===== config.mk =====
export PLATFORM = sky130hd
export DESIGN_NAME = nano_mmio_bus
export DESIGN_NICKNAME = d
export VERILOG_FILES = /design/src/rtl/nano_mmio_bus.sv
export SDC_FILE = /design/constraint.sdc
export NUM_CORES = 1
export LEC_CHECK = 0
export BUFFER_PORTS_ARGS = -buffer_cell sky130_fd_sc_hd__buf_2
export CAP_MARGIN = 30
export CORE_ASPECT_RATIO = 0.6
export CORE_MARGIN = 2
export CORE_UTILIZATION = 34
export CTS_BUF_LIST = sky130_fd_sc_hd__clkbuf_16
export DETAILED_ROUTE_END_ITERATION = 7
export GPL_ROUTABILITY_DRIVEN = 0
export PLACE_DENSITY_LB_ADDON = 0.3
export SLEW_MARGIN = 20
export SYNTH_ARGS = -nofsm -noshare
export SYNTH_HDL_FRONTEND = slang
export SYNTH_SLANG_ARGS = --single-unit

===== constraint.sdc =====
create_clock -name clk -period 7.1 [get_ports clk]
set_clock_uncertainty 0.05 [all_clocks]
set_input_delay 1.42 -clock clk [delete_from_list [all_inputs] [get_ports clk]]
set_output_delay 1.42 -clock clk [all_outputs]
set_load 0.01 [all_outputs]

===== src/rtl/nano_mmio_bus.sv =====
// Bus block between the nanoprocessor data port and RAM: decodes a window of
// memory-mapped output registers and records every processor write in a trace FIFO.
module nano_mmio_bus #(
    parameter int                DATA_W      = 8,
    parameter int                ADDR_W      = 8,
    parameter int                N_OUT       = 2,
    parameter logic [ADDR_W-1:0] OUT_BASE    = 8'hF0,
    parameter int                TRACE_DEPTH = 16
) (
    input  logic                             clk,
    input  logic                             reset_n,
    input  logic [ADDR_W-1:0]                cpu_addr,
    input  logic                             cpu_write,
    input  logic [DATA_W-1:0]                cpu_data_write,
    output logic [DATA_W-1:0]                cpu_data_read,
    output logic [ADDR_W-1:0]                ram_addr,
    output logic                             ram_write,
    output logic [DATA_W-1:0]                ram_data_write,
    input  logic [DATA_W-1:0]                ram_data_read,
    output logic [N_OUT*DATA_W-1:0]          out,
    output logic [N_OUT-1:0]                 out_strobe,
    output logic                             trace_valid,
    output logic [ADDR_W-1:0]                trace_addr,
    output logic [DATA_W-1:0]                trace_data,
    input  logic                             trace_pop,
    output logic [$clog2(TRACE_DEPTH+1)-1:0] trace_count,
    output logic [7:0]                       trace_ovf
);

    localparam int                PTR_W   = $clog2(TRACE_DEPTH);
    localparam int                CNT_W   = $clog2(TRACE_DEPTH + 1);
    localparam int                ENTRY_W = ADDR_W + DATA_W;
    // Window bounds carry one extra bit so OUT_BASE+N_OUT cannot wrap.
    localparam logic [ADDR_W:0]   WIN_LO  = {1'b0, OUT_BASE};
    localparam logic [ADDR_W:0]   WIN_HI  = WIN_LO + (ADDR_W + 1)'(N_OUT);
    localparam logic [CNT_W-1:0]  CNT_MAX = CNT_W'(TRACE_DEPTH);

    function automatic logic [7:0] sat_inc8(input logic [7:0] v);
        return (v == 8'hFF) ? v : v + 8'd1;
    endfunction

    logic                    hit;
    logic [ADDR_W-1:0]       off;
    logic [N_OUT-1:0]        wr_sel;
    logic [DATA_W-1:0]       out_reg [N_OUT];

    logic [ENTRY_W-1:0]      mem [TRACE_DEPTH];
    logic [PTR_W-1:0]        wr_ptr;
    logic [PTR_W-1:0]        rd_ptr;
    logic [PTR_W-1:0]        rd_ptr_nxt;
    logic [CNT_W-1:0]        cnt_after_pop;
    logic                    full;
    logic                    do_push;
    logic                    do_pop;
    logic                    drop;

    // Address decode and combinational RAM pass-through
    assign hit            = ({1'b0, cpu_addr} >= WIN_LO) && ({1'b0, cpu_addr} < WIN_HI);
    assign off            = cpu_addr - OUT_BASE;
    assign ram_addr       = cpu_addr;
    assign ram_data_write = cpu_data_write;
    assign ram_write      = cpu_write & ~hit;

    always_comb begin
        cpu_data_read = ram_data_read;
        wr_sel        = '0;
        for (int k = 0; k < N_OUT; k++) begin
            if (hit && (off == ADDR_W'(k))) begin
                cpu_data_read = out_reg[k];
                wr_sel[k]     = cpu_write;
            end
        end
    end

    // Output registers and strobes
    always_ff @(posedge clk) begin
        if (!reset_n) begin
            out_strobe <= '0;
            for (int k = 0; k < N_OUT; k++) out_reg[k] <= '0;
        end else begin
            out_strobe <= wr_sel;
            for (int k = 0; k < N_OUT; k++) begin
                if (wr_sel[k]) out_reg[k] <= cpu_data_write;
            end
        end
    end

    for (genvar g = 0; g < N_OUT; g++) begin : g_out
        assign out[g*DATA_W +: DATA_W] = out_reg[g];
    end

    // Trace FIFO control
    assign trace_valid   = (trace_count != '0);
    assign full          = (trace_count == CNT_MAX);
    assign do_pop        = trace_pop & trace_valid;
    assign do_push       = cpu_write & (~full | do_pop);
    assign drop          = cpu_write & full & ~do_pop;
    assign rd_ptr_nxt    = rd_ptr + PTR_W'(1);
    assign cnt_after_pop = trace_count - CNT_W'(do_pop);

    always_ff @(posedge clk) begin
        if (!reset_n) begin
            wr_ptr      <= '0;
            rd_ptr      <= '0;
            trace_count <= '0;
            trace_ovf   <= '0;
        end else begin
            if (do_push) wr_ptr <= wr_ptr + PTR_W'(1);
            if (do_pop)  rd_ptr <= rd_ptr_nxt;
            trace_count <= cnt_after_pop + CNT_W'(do_push);
            if (drop) trace_ovf <= sat_inc8(trace_ovf);
        end
    end

    // Trace storage and head register; head holds its value once the FIFO drains
    always_ff @(posedge clk) begin
        if (do_push) mem[wr_ptr] <= {cpu_addr, cpu_data_write};
        if (cnt_after_pop != '0) begin
            if (do_pop) {trace_addr, trace_data} <= mem[rd_ptr_nxt];
        end else if (do_push) begin
            {trace_addr, trace_data} <= {cpu_addr, cpu_data_write};
        end
    end

endmodule


==> results of run 1 <==
==> worst min-delay path, stage by stage, from the launching register on <==
cell and delay [ns]:
dfxtp_1 0.33, o21ai_0 0.07, a21oi_1 0.06
==> cell usage in the layout, fill, tap and decap left out, drive strengths merged, types with 10 or more instances in the layout <==
cell    synthesis  layout
nor2           50      50
nand2          21      21
clkinv          1      12
a22oi          32      32
edfxtp        288     288
ha             10      10
dfxtp          23      23
o21ai          11      11
mux4           64      64
clkbuf          8      29
a31oi          19      19
buf            38     126
and2           11      11
mux2i          10      10
inv            11      18
==> metal layers <==
| metal | track usage [%] | part of all wire [%] | up-vias |
|---|---|---|---|
| li1 | - | - | 2851 |
| met1 | 21.7 | 46 | 3304 |
| met2 | 24.1 | 46 | 193 |
| met3 | 2.58 | 6.1 | 29 |
| met4 | 2.41 | 1.3 | 0 |
| met5 | 0 | 0 | - |
==> synthesized netlist by cell type (8+ instances only) <==
cell type | count | area share, %
edfxtp_1 | 288 | 70
mux4_2 | 64 | 12
nor2_1 | 50 | 1.5
a22oi_1 | 32 | 1.9
dfxtp_1 | 23 | 3.7
nand2_1 | 21 | 0.64
a31oi_1 | 19 | 0.96
buf_4 | 17 | 1.0
buf_2 | 12 | 0.49
and2_1 | 11 | 0.56
inv_1 | 11 | 0.33
ha_1 | 10 | 1.0
mux2i_1 | 10 | 0.81
o21ai_0 | 10 | 0.41
clkbuf_1 | 8 | 0.24
nor3_1 | 8 | 0.32
xnor2_1 | 8 | 0.57
xor2_1 | 8 | 0.57
==> cells by family after synthesis <==
group / after synthesis / share of synthesized area [%]
adders and majority gates: 10 / 1.01
DFF: 311 / 73.8
xor gates and xnor gates: 16 / 1.14
AOI/OAI and AO/OA: 75 / 4.13
and+or+nand+nor: 116 / 4.54
muxes: 75 / 12.6
buffers and inverters: 58 / 2.71
==> cell type report <==
type                    count  area share (%)
repair buffers            126            5.17
clock buffers              29            5.07
inverters                  12           0.315
clock inverters            21            1.06
multi-input cells         292            20.7
well taps                 467            4.08
flip-flops and latches    311            63.6
==> final timing paths <==
check,slack [ns],to,depth (start not counted)
worst max register to register,3.64,trace_addr[5],5
worst min register to register,0.46,trace_ovf[4],2
worst max-delay path,2.59,cpu_data_read[1],7
worst min-delay path,0.46,trace_ovf[4],2
==> report_power, final <==
| part | leakage (nW) | total [mW] | switching [mW] | internal [mW] |
|---|---|---|---|---|
| Combinational | 1.49 | 1.07 | 0.591 | 0.474 |
| Clock | 0.450 | 1.46 | 0.652 | 0.811 |
| Sequential | 2.80 | 2.25 | 0.0940 | 2.16 |
==> summary.txt, run 1 <==
Critical path
  • Crit path launch: cpu_addr[7]
  • Crit Path Max Fanout: 20
  • Buf+Inv Stages, Crit Path: 3
  • Slowest stage cell on the critical path: nand4b_1
  • Startpoint Class: input port
  • Critical path type: in2out
  • Arrival time worst endpoint: approximately 3.0 ns
  • Endpoint type of the worst setup path: primary output
  • Cells along the critical path: buf_2 > nand2_1 > nor3_1 > nand4b_1 > buf_6 > o21ai_0 > buf_2
  • R2r startpoint: rd_ptr[0]
  • Critical path's top delay family: buffers and inverters
  • CP dominant cell by count: buf_2
  • CP max stage delay: 0.39 ns
  • Worst endpoint required time: 5.63 ns

Layout
  • Fill count: between 3000 and 4000
  • Storage element area: 9110 um^2
  • Area of the multi-input gates: approximately 3000 um^2
  • Post-route cell area: 14300 um^2
  • ANT cells: 0
  • P&R area growth vs syn: 16.1%
  • Layout Cells excl Fill: roughly 1300
  • Max reg flops: between 200 and 300
  • Share of layout cells above drive strength 1: approximately a third
  • Core Util, Final: 40.5%
  • Number of nets in the layout: 810

STA
  • Period minus WS final: approximately 4.5 ns
  • Final count of hold timing violations: 0
  • F_max: about 0.22 GHz
  • Setup TNS: 0 ns
  • Final Setup Violations: 0
  • Fin. max-slew vios: 0
  • Tcrit/Tclk final: 63.5%
  • Unrepaired setup endpoints after global routing: no
  • Rel. slew slack: 43.9%
  • Worst slew pin tran: 0.841 ns
  • Final Worst Setup Slack: 2.59 ns
  • Final hold slack: 0.461 ns

Route
  • Starting DRT DRC Count: 495
  • Vias/cell: 5.07
  • DRC: 0
  • Routed vias: ~6400
  • DRT Pass-1 Iters: 5
  • Final WL: 28000 um
  • DR WL/cell: 22.2 um
  • Post-route ant nets: 0

CTS
  • H-tree levels: 1
  • CTS sink cnt: between 300 and 400
  • Post-CTS Hold Buffers: 0
  • Clk buf depth: 3
  • Setup Fix Bufs, Post-CTS: 0
  • Root buf cell: clkbuf_16
  • Clock transition at the registers of the reported paths: 0.06 ns
  • Cts bufs inserted: 29
  • CTS tree: built
  • Post-CTS sizing: 0
  • Worst-Skew Late Latency: 0.56 ns

GRT
  • Largest net degree at the start of global routing: 39
  • Initial antenna violation count: 0
  • Number of global-route vias before repair: 6428
  • GRT overflow: 0
  • Global Route Usage Sum: 14.9%
  • Global-route wire length before repair: 41900 um

Hold path
  • HP Start: trace_ovf[4]
  • Hold Crit Class: reg2reg

Die
  • Floorplan row count: 53
  • Die Ht: 152 um
  • Die width: 250 um
  • Io pins: 101
  • CORE AREA: 35300 um^2
  • Die area: 37900 um^2
  • Starting density of the core: 34.9%

Placement
  • Dpl ws: 2.59 ns
  • Placed cell areas: 13400 um^2
  • Placed Cells: 1208
  • Port Buffer Count: 100
  • Hpwl dp: 17000 um

Power and ir drop
  • Total power: between 4 and 5 mW
  • Peak VDD IR: 179 uV
  • Static leakage: 4.75 nW
  • Cell Pwr Density: 334 nW/um^2

Synthesis
  • Synth async-reset ratio: 0%
  • Post-Synthesis Cells: approximately 660
  • Register area share after synthesis: about three quarters
  • Flop and latch count out of synthesis: about 310
  • Unique cell type count in the Yosys netlist: 43
  • Post-synth EDFFs: 288
  • Post-Syn Area per Cell: 18.7 um^2
  • Synth Cell Area: 12300 um^2
  • Syn nets: between 600 and 700
  • Ys flop type: edfxtp_1
  • YS warnings: 0

Run status
  • Status: finished clean

Flow run
  • Maxcap violations: 0
Note: power is estimated with default switching activity, not from simulation.
==> run 2: changes to the inputs <==
==> constraint.sdc (replaced) <==
create_clock -name clk -period 4.5 [get_ports clk]
set_clock_uncertainty 0.05 [all_clocks]
set_input_delay 0.9 -clock clk [delete_from_list [all_inputs] [get_ports clk]]
set_output_delay 0.9 -clock clk [all_outputs]
set_load 0.01 [all_outputs]
==> run 2 against run 1 <==
- worst setup slack lost 1.4 ns
- via count increased by 2.7%
- highest routed layer unchanged
- sequential power increased by 57%
==> summary.txt, run 2 (same netlist as run 1, synthesis figures left out) <==
Route
  • Routed vias: 6547 (+2.7%)
  • Final WL: 28700 um (+2.8%)
  • Starting DRT DRC Count: 706 (+43%)
  • Vias/cell: 5.18 (+2.1%)
  • DRC: 0 (unchanged)
  • DR WL/cell: 22.7 um (+2.2%)
  • Post-route ant nets: 0 (unchanged)
  • DRT Pass-1 Iters: 7 (+2)

Placement
  • Port Buffer Count: 100 (unchanged)
  • Hpwl dp: 17000 um (+0.17%)

Critical path
  • R2R Path End: trace_addr[5]
  • Reg2Reg Setup Slack: 1.21 ns (-2.43 ns)
  • Critical path type: reg2reg
  • CP dominant cell by count: ha_1
  • Critical Path Stages: 8 (+1)
  • Worst endpoint required time: 4.68 ns (-0.95 ns)
  • Buf+Inv Stages, Crit Path: 1 (-2)
  • CP max stage delay: 0.48 ns (+0.09 ns)
  • Crit path launch: trace_count[1]
  • Startpoint Class: flip-flop
  • Crit Path Max Fanout: 33 (+65%)
  • Arrival time worst endpoint: 3.47 ns (+0.43 ns)
  • Critical path's top delay family: simple AND/OR/NAND/NOR gates
  • Worst Setup EP: trace_addr[5]
  • FF-to-FF path depth: 8 (+3)
  • Endpoint type of the worst setup path: flip-flop
  • Cells along the critical path: nor4_4 > a21boi_1 > ha_1 > ha_1 > xor2_1 > or4_1 > buf_4 > mux2_4
  • R2r startpoint: trace_count[1]
  • Slowest stage cell on the critical path: or4_1

Flow run
  • Maxcap violations: 0 (unchanged)

Die
  • Floorplan row count: 53 (unchanged)
  • Starting density of the core: 34.9% (unchanged)
  • Io pins: 101 (unchanged)
  • Die area: 37900 um^2 (unchanged)
  • Die Ht: 152 um (unchanged)
  • CORE AREA: 35300 um^2 (unchanged)
  • Die width: 250 um (unchanged)

STA
  • Period minus WS final: 3.29 ns
  • Unrepaired setup endpoints after global routing: no
  • Final hold slack: 0.496 ns (+0.0347 ns)
  • Final count of hold timing violations: 0 (unchanged)
  • Rel. slew slack: 36.1% (-7.9 points)
  • Worst slew pin tran: 0.959 ns (+0.118 ns)
  • Setup TNS: 0 ns (unchanged)
  • Fin. max-slew vios: 0 (unchanged)
  • Final Setup Violations: 0 (unchanged)
  • F_max: ~0.30 GHz
  • Tcrit/Tclk final: 73.2%

CTS
  • Root buf cell: clkbuf_16
  • H-tree levels: 1 (unchanged)
  • Post-CTS sizing: 0 (unchanged)
  • Clock transition at the registers of the reported paths: 0.06 ns (about the same)
  • Clk buf depth: 3 (unchanged)
  • Worst-Skew Late Latency: 0.56 ns (about the same)
  • CTS sink cnt: 311 (unchanged)
  • Setup Fix Bufs, Post-CTS: 0 (unchanged)
  • Post-CTS Hold Buffers: 0 (unchanged)
  • Cts bufs inserted: 29 (unchanged)
  • CTS tree: built

Layout
  • Most common cell after layout, fill and taps aside: edfxtp_1
  • Number of nets in the layout: 813 (+0.37%)
  • Core Util, Final: 40.4% (-0.067 points)
  • Max reg flops: 256 (unchanged)
  • Fill count: 3142 (-0.44%)
  • P&R area growth vs syn: 15.9%
  • ANT cells: 0 (unchanged)
  • Share of layout cells above drive strength 1: 32.2% (+0.094 points)
  • Most frequent cells in the layout: 288 x edfxtp_1, 100 x buf_2, 64 x mux4_2

GRT
  • Global Route Usage Sum: 15.3% (+0.32 points)
  • Initial antenna violation count: 1 (+1)
  • Global-route wire length before repair: 42100 um (+0.64%)
  • GRT overflow: 0 (unchanged)
  • Number of global-route vias before repair: 6307 (-1.9%)
  • Largest net degree at the start of global routing: 40 (+2.6%)

Hold path
  • Hold Path Cell Cnt: 2 (unchanged)
  • Hold Crit Class: reg2reg

Power and ir drop
  • Cell Pwr Density: 523 nW/um^2 (+57%)
  • Peak VDD IR: 313 uV (+74%)
  • Static leakage: 4.75 nW (+0.15%)

Run status
  • Status: finished clean
-- run 2: stage by stage --
step	cells	setup WS (ns)	area, um^2	power [mW]
6_report	1265	1.21	14300	7.47
3_5_place_dp	1211	0.782	13400	5.31
3_3_place_gp	1211	0.852	13400	5.29
5_1_grt	1265	0.975	14300	7.82
4_1_cts	1265	1.20	14300	7.57
2_1_floorplan	661	1.28	12300	4.81
-- run 2: how the worst min path moves through the flow --
stage,to,startpoint
5_1_grt,trace_ovf[4],trace_ovf[4]
3_5_place_dp,trace_ovf[4],trace_ovf[4]
6_report,trace_ovf[4],trace_ovf[4]
3_3_place_gp,trace_ovf[4],trace_ovf[4]
4_1_cts,trace_ovf[4],trace_ovf[4]
2_1_floorplan,trace_ovf[4],trace_ovf[4]
-- run 2: worst register-to-register path, delay by kind of cell, from the launching register on --
| family | cells | cell delay [ns] |
|---|---|---|
| flops | 1 | 0.36 |
| simple gates | 2 | 0.90 |
| mux | 1 | 0.43 |
| fa+ha+maj | 2 | 0.51 |
| buf+inv | 1 | 0.26 |
| xor+xnor | 1 | 0.18 |
| compound gates | 1 | 0.26 |
-- run 2: layout make-up --
| class | instances | area [um^2] | area share, % |
|---|---|---|---|
| clock buffer | 29 | 726 | 5.08 |
| clock inverter | 25 | 138 | 0.963 |
| inverter | 12 | 45.0 | 0.315 |
| multi-input combinational | 292 | 2960 | 20.7 |
| sequential | 311 | 9110 | 63.8 |
| tap | 467 | 584 | 4.09 |
| timing repair buffer | 129 | 731 | 5.11 |
-- run 2: metal layers --
| metal | global-route usage (%) | share of wire (%) | vias up |
|---|---|---|---|
| met5 | 0 | 0 | - |
| met4 | 3.07 | 1.2 | 0 |
| met3 | 2.39 | 5.9 | 31 |
| met2 | 22.5 | 44 | 228 |
| met1 | 23.9 | 49 | 3419 |
| li1 | - | - | 2869 |
-- run 2: power by group --
part / internal, mW / total, mW / switching (mW) / leakage [nW]
registers: 3.41 / 3.54 / 0.139 / 2.80
logic: 0.763 / 1.67 / 0.904 / 1.50
clock network: 1.22 / 2.26 / 1.04 / 0.450
==> run 3: changes to the inputs <==
==> constraint.sdc (replaced) <==
create_clock -name clk -period 3 [get_ports clk]
set_clock_uncertainty 0.05 [all_clocks]
set_input_delay 0.6 -clock clk [delete_from_list [all_inputs] [get_ports clk]]
set_output_delay 0.6 -clock clk [all_outputs]
set_load 0.01 [all_outputs]
==> run 3 against run 2 <==
- global-route usage up 0.15 points
- core utilization is 0.69 points higher
- first-iteration DRC count down 6.4%
- combinational power is 60% higher
- sequential power is 49% higher
- critical endpoint is now trace_data[3]
==> summary.txt, run 3 (same netlist as run 1, synthesis figures left out) <==
STA
  • Setup TNS: 0 ns (unchanged)
  • Final Worst Setup Slack: 0.278 ns (-0.929 ns)
  • Fin. max-slew vios: 0 (unchanged)
  • Rel. slew slack: 56.7% (+21 points)
  • Unrepaired setup endpoints after global routing: no
  • Tcrit/Tclk final: 90.7% (+18 points)
  • Period minus WS final: 2.72 ns (-0.571 ns)
  • F_max: 0.367 GHz (+21%)
  • Worst slew pin tran: 0.649 ns (-0.310 ns)
  • Final Setup Violations: 0 (unchanged)
  • Final count of hold timing violations: 0 (unchanged)

Placement
  • Dpl ws: 0.110 ns (-0.671 ns)
  • Hpwl dp: 18200 um (+7.2%)
  • Placed cell areas: 13600 um^2 (+1.5%)
  • Port Buffer Count: 100 (unchanged)

Layout
  • Post-route cell area: 14500 um^2 (+1.7%)
  • Number of nets in the layout: 834 (+2.6%)
  • Share of layout cells above drive strength 1: 34.6% (+2.4 points)
  • ANT cells: 0 (unchanged)
  • Most common cell after layout, fill and taps aside: edfxtp_1
  • P&R area growth vs syn: 17.9%
  • Most frequent cells in the layout: 288 x edfxtp_1, 100 x buf_2, 64 x mux4_2
  • Max reg flops: 256 (unchanged)

Route
  • Starting DRT DRC Count: 661 (-6.4%)
  • Routed vias: 6534 (-0.20%)
  • Final WL: 28900 um (+0.53%)
  • DRC: 0 (unchanged)
  • Post-route ant nets: 0 (unchanged)
  • DRT Pass-1 Iters: 5 (-2)
  • Vias/cell: 5.08 (-1.8%)
  • DR WL/cell: 22.5 um (-1.0%)

Hold path
  • Hold Crit Class: in2reg
  • Hold Path Cell Cnt: 2 (unchanged)

Die
  • Io pins: 101 (unchanged)
  • Die area: 37900 um^2 (unchanged)
  • Starting density of the core: 34.9% (unchanged)
  • CORE AREA: 35300 um^2 (unchanged)
  • Floorplan row count: 53 (unchanged)
  • Die width: 250 um (unchanged)
  • Die Ht: 152 um (unchanged)

CTS
  • Worst-Skew Late Latency: 0.58 ns (+0.02 ns)
  • CTS sink cnt: 311 (unchanged)
  • Setup Fix Bufs, Post-CTS: 0 (unchanged)
  • Clock transition at the registers of the reported paths: 0.06 ns (about the same)
  • Clk buf depth: 3 (unchanged)
  • Root buf cell: clkbuf_16
  • Post-CTS Hold Buffers: 0 (unchanged)
  • Cts bufs inserted: 29 (unchanged)
  • H-tree levels: 1 (unchanged)
  • Post-CTS sizing: 0 (unchanged)
  • CTS tree: built

Power and ir drop
  • Cell Pwr Density: 788 nW/um^2 (+51%)
  • Peak VDD IR: 550 uV (+76%)
  • Static leakage: 4.88 nW (+2.6%)

GRT
  • Largest net degree at the start of global routing: 65 (+63%)
  • Initial antenna violation count: 0 (-1)
  • GRT overflow: 0 (unchanged)
  • Number of global-route vias before repair: 6438 (+2.1%)
  • Global-route wire length before repair: 42500 um (+0.87%)
  • Global Route Usage Sum: 15.4% (+0.15 points)

Critical path
  • Crit Path Max Fanout: 32 (-3.0%)
  • Cells along the critical path: nor4_4 > a21boi_1 > ha_1 > ha_1 > xor2_1 > or4_1 > buf_4 > nor2_1 > a31oi_1
  • FF-to-FF path depth: 9 (+1)
  • Startpoint Class: flip-flop
  • Endpoint type of the worst setup path: flip-flop
  • CP max stage delay: 0.53 ns (+0.05 ns)
  • CP dominant cell by count: ha_1
  • Critical path type: reg2reg
  • Slowest stage cell on the critical path: or4_1
  • Arrival time worst endpoint: 2.95 ns (-0.52 ns)
  • Worst endpoint required time: 3.23 ns (-1.45 ns)

Flow run
  • Maxcap violations: 0 (unchanged)

Run status
  • Status: finished clean
-- run 3: routing by layer --
metal | global-route usage, % | vias up | part of all wire (%)
li1 | - | 2902 | -
met4 | 3.40 | 0 | 1.7
met1 | 23.4 | 3408 | 49
met3 | 2.53 | 32 | 5.3
met5 | 0 | - | 0
met2 | 23.4 | 192 | 44
-- run 3: final timing paths --
kind,end,start,slack (ns)
max,trace_data[3],trace_count[0],0.28
min,trace_count[0],reset_n,0.27
max reg2reg,trace_data[3],trace_count[0],0.28
min reg2reg,trace_ovf[4],trace_ovf[4],0.50
-- run 3: area by class of cell --
class / count / area [um^2]
clock buffers: 29 / 726
clock inverters: 24 / 184
fillers: 3153 / 20800
inverters: 12 / 45.0
multi-input cells: 292 / 2960
flip-flops and latches: 311 / 9110
well taps: 467 / 584
repair buffers: 150 / 928
-- run 3: power by group --
group          switching, mW  leakage, nW  total, mW  internal [mW]
Combinational           1.47         1.62       2.67           1.20
Sequential             0.154         2.80       5.26           5.11
Clock                   1.59        0.457       3.53           1.94
-- run 3: per-stage QoR --
stage | utilization, % | hold WS, ns | std cells | power, mW
global placement | 38.5 | 0.450 | 1229 | 8.03
finish | 41.1 | 0.271 | 1285 | 11.5
detailed placement | 38.6 | 0.483 | 1232 | 8.07
floorplan | - | 0.478 | 661 | 7.21
global route | 41.1 | 0.284 | 1285 | 12.0
CTS | 41.1 | 0.249 | 1285 | 11.6
-- run 3: worst max-delay path: cells and delay by family (launching register included) --
kind                     cells  cell delay, ns
flip-flops                   1            0.35
AND/OR/NAND/NOR              3            0.95
AO/OA/AOI/OAI                2            0.18
buffers and inverters        1            0.28
adder cells (fa/ha/maj)      2            0.45
XOR/XNOR                     1            0.16
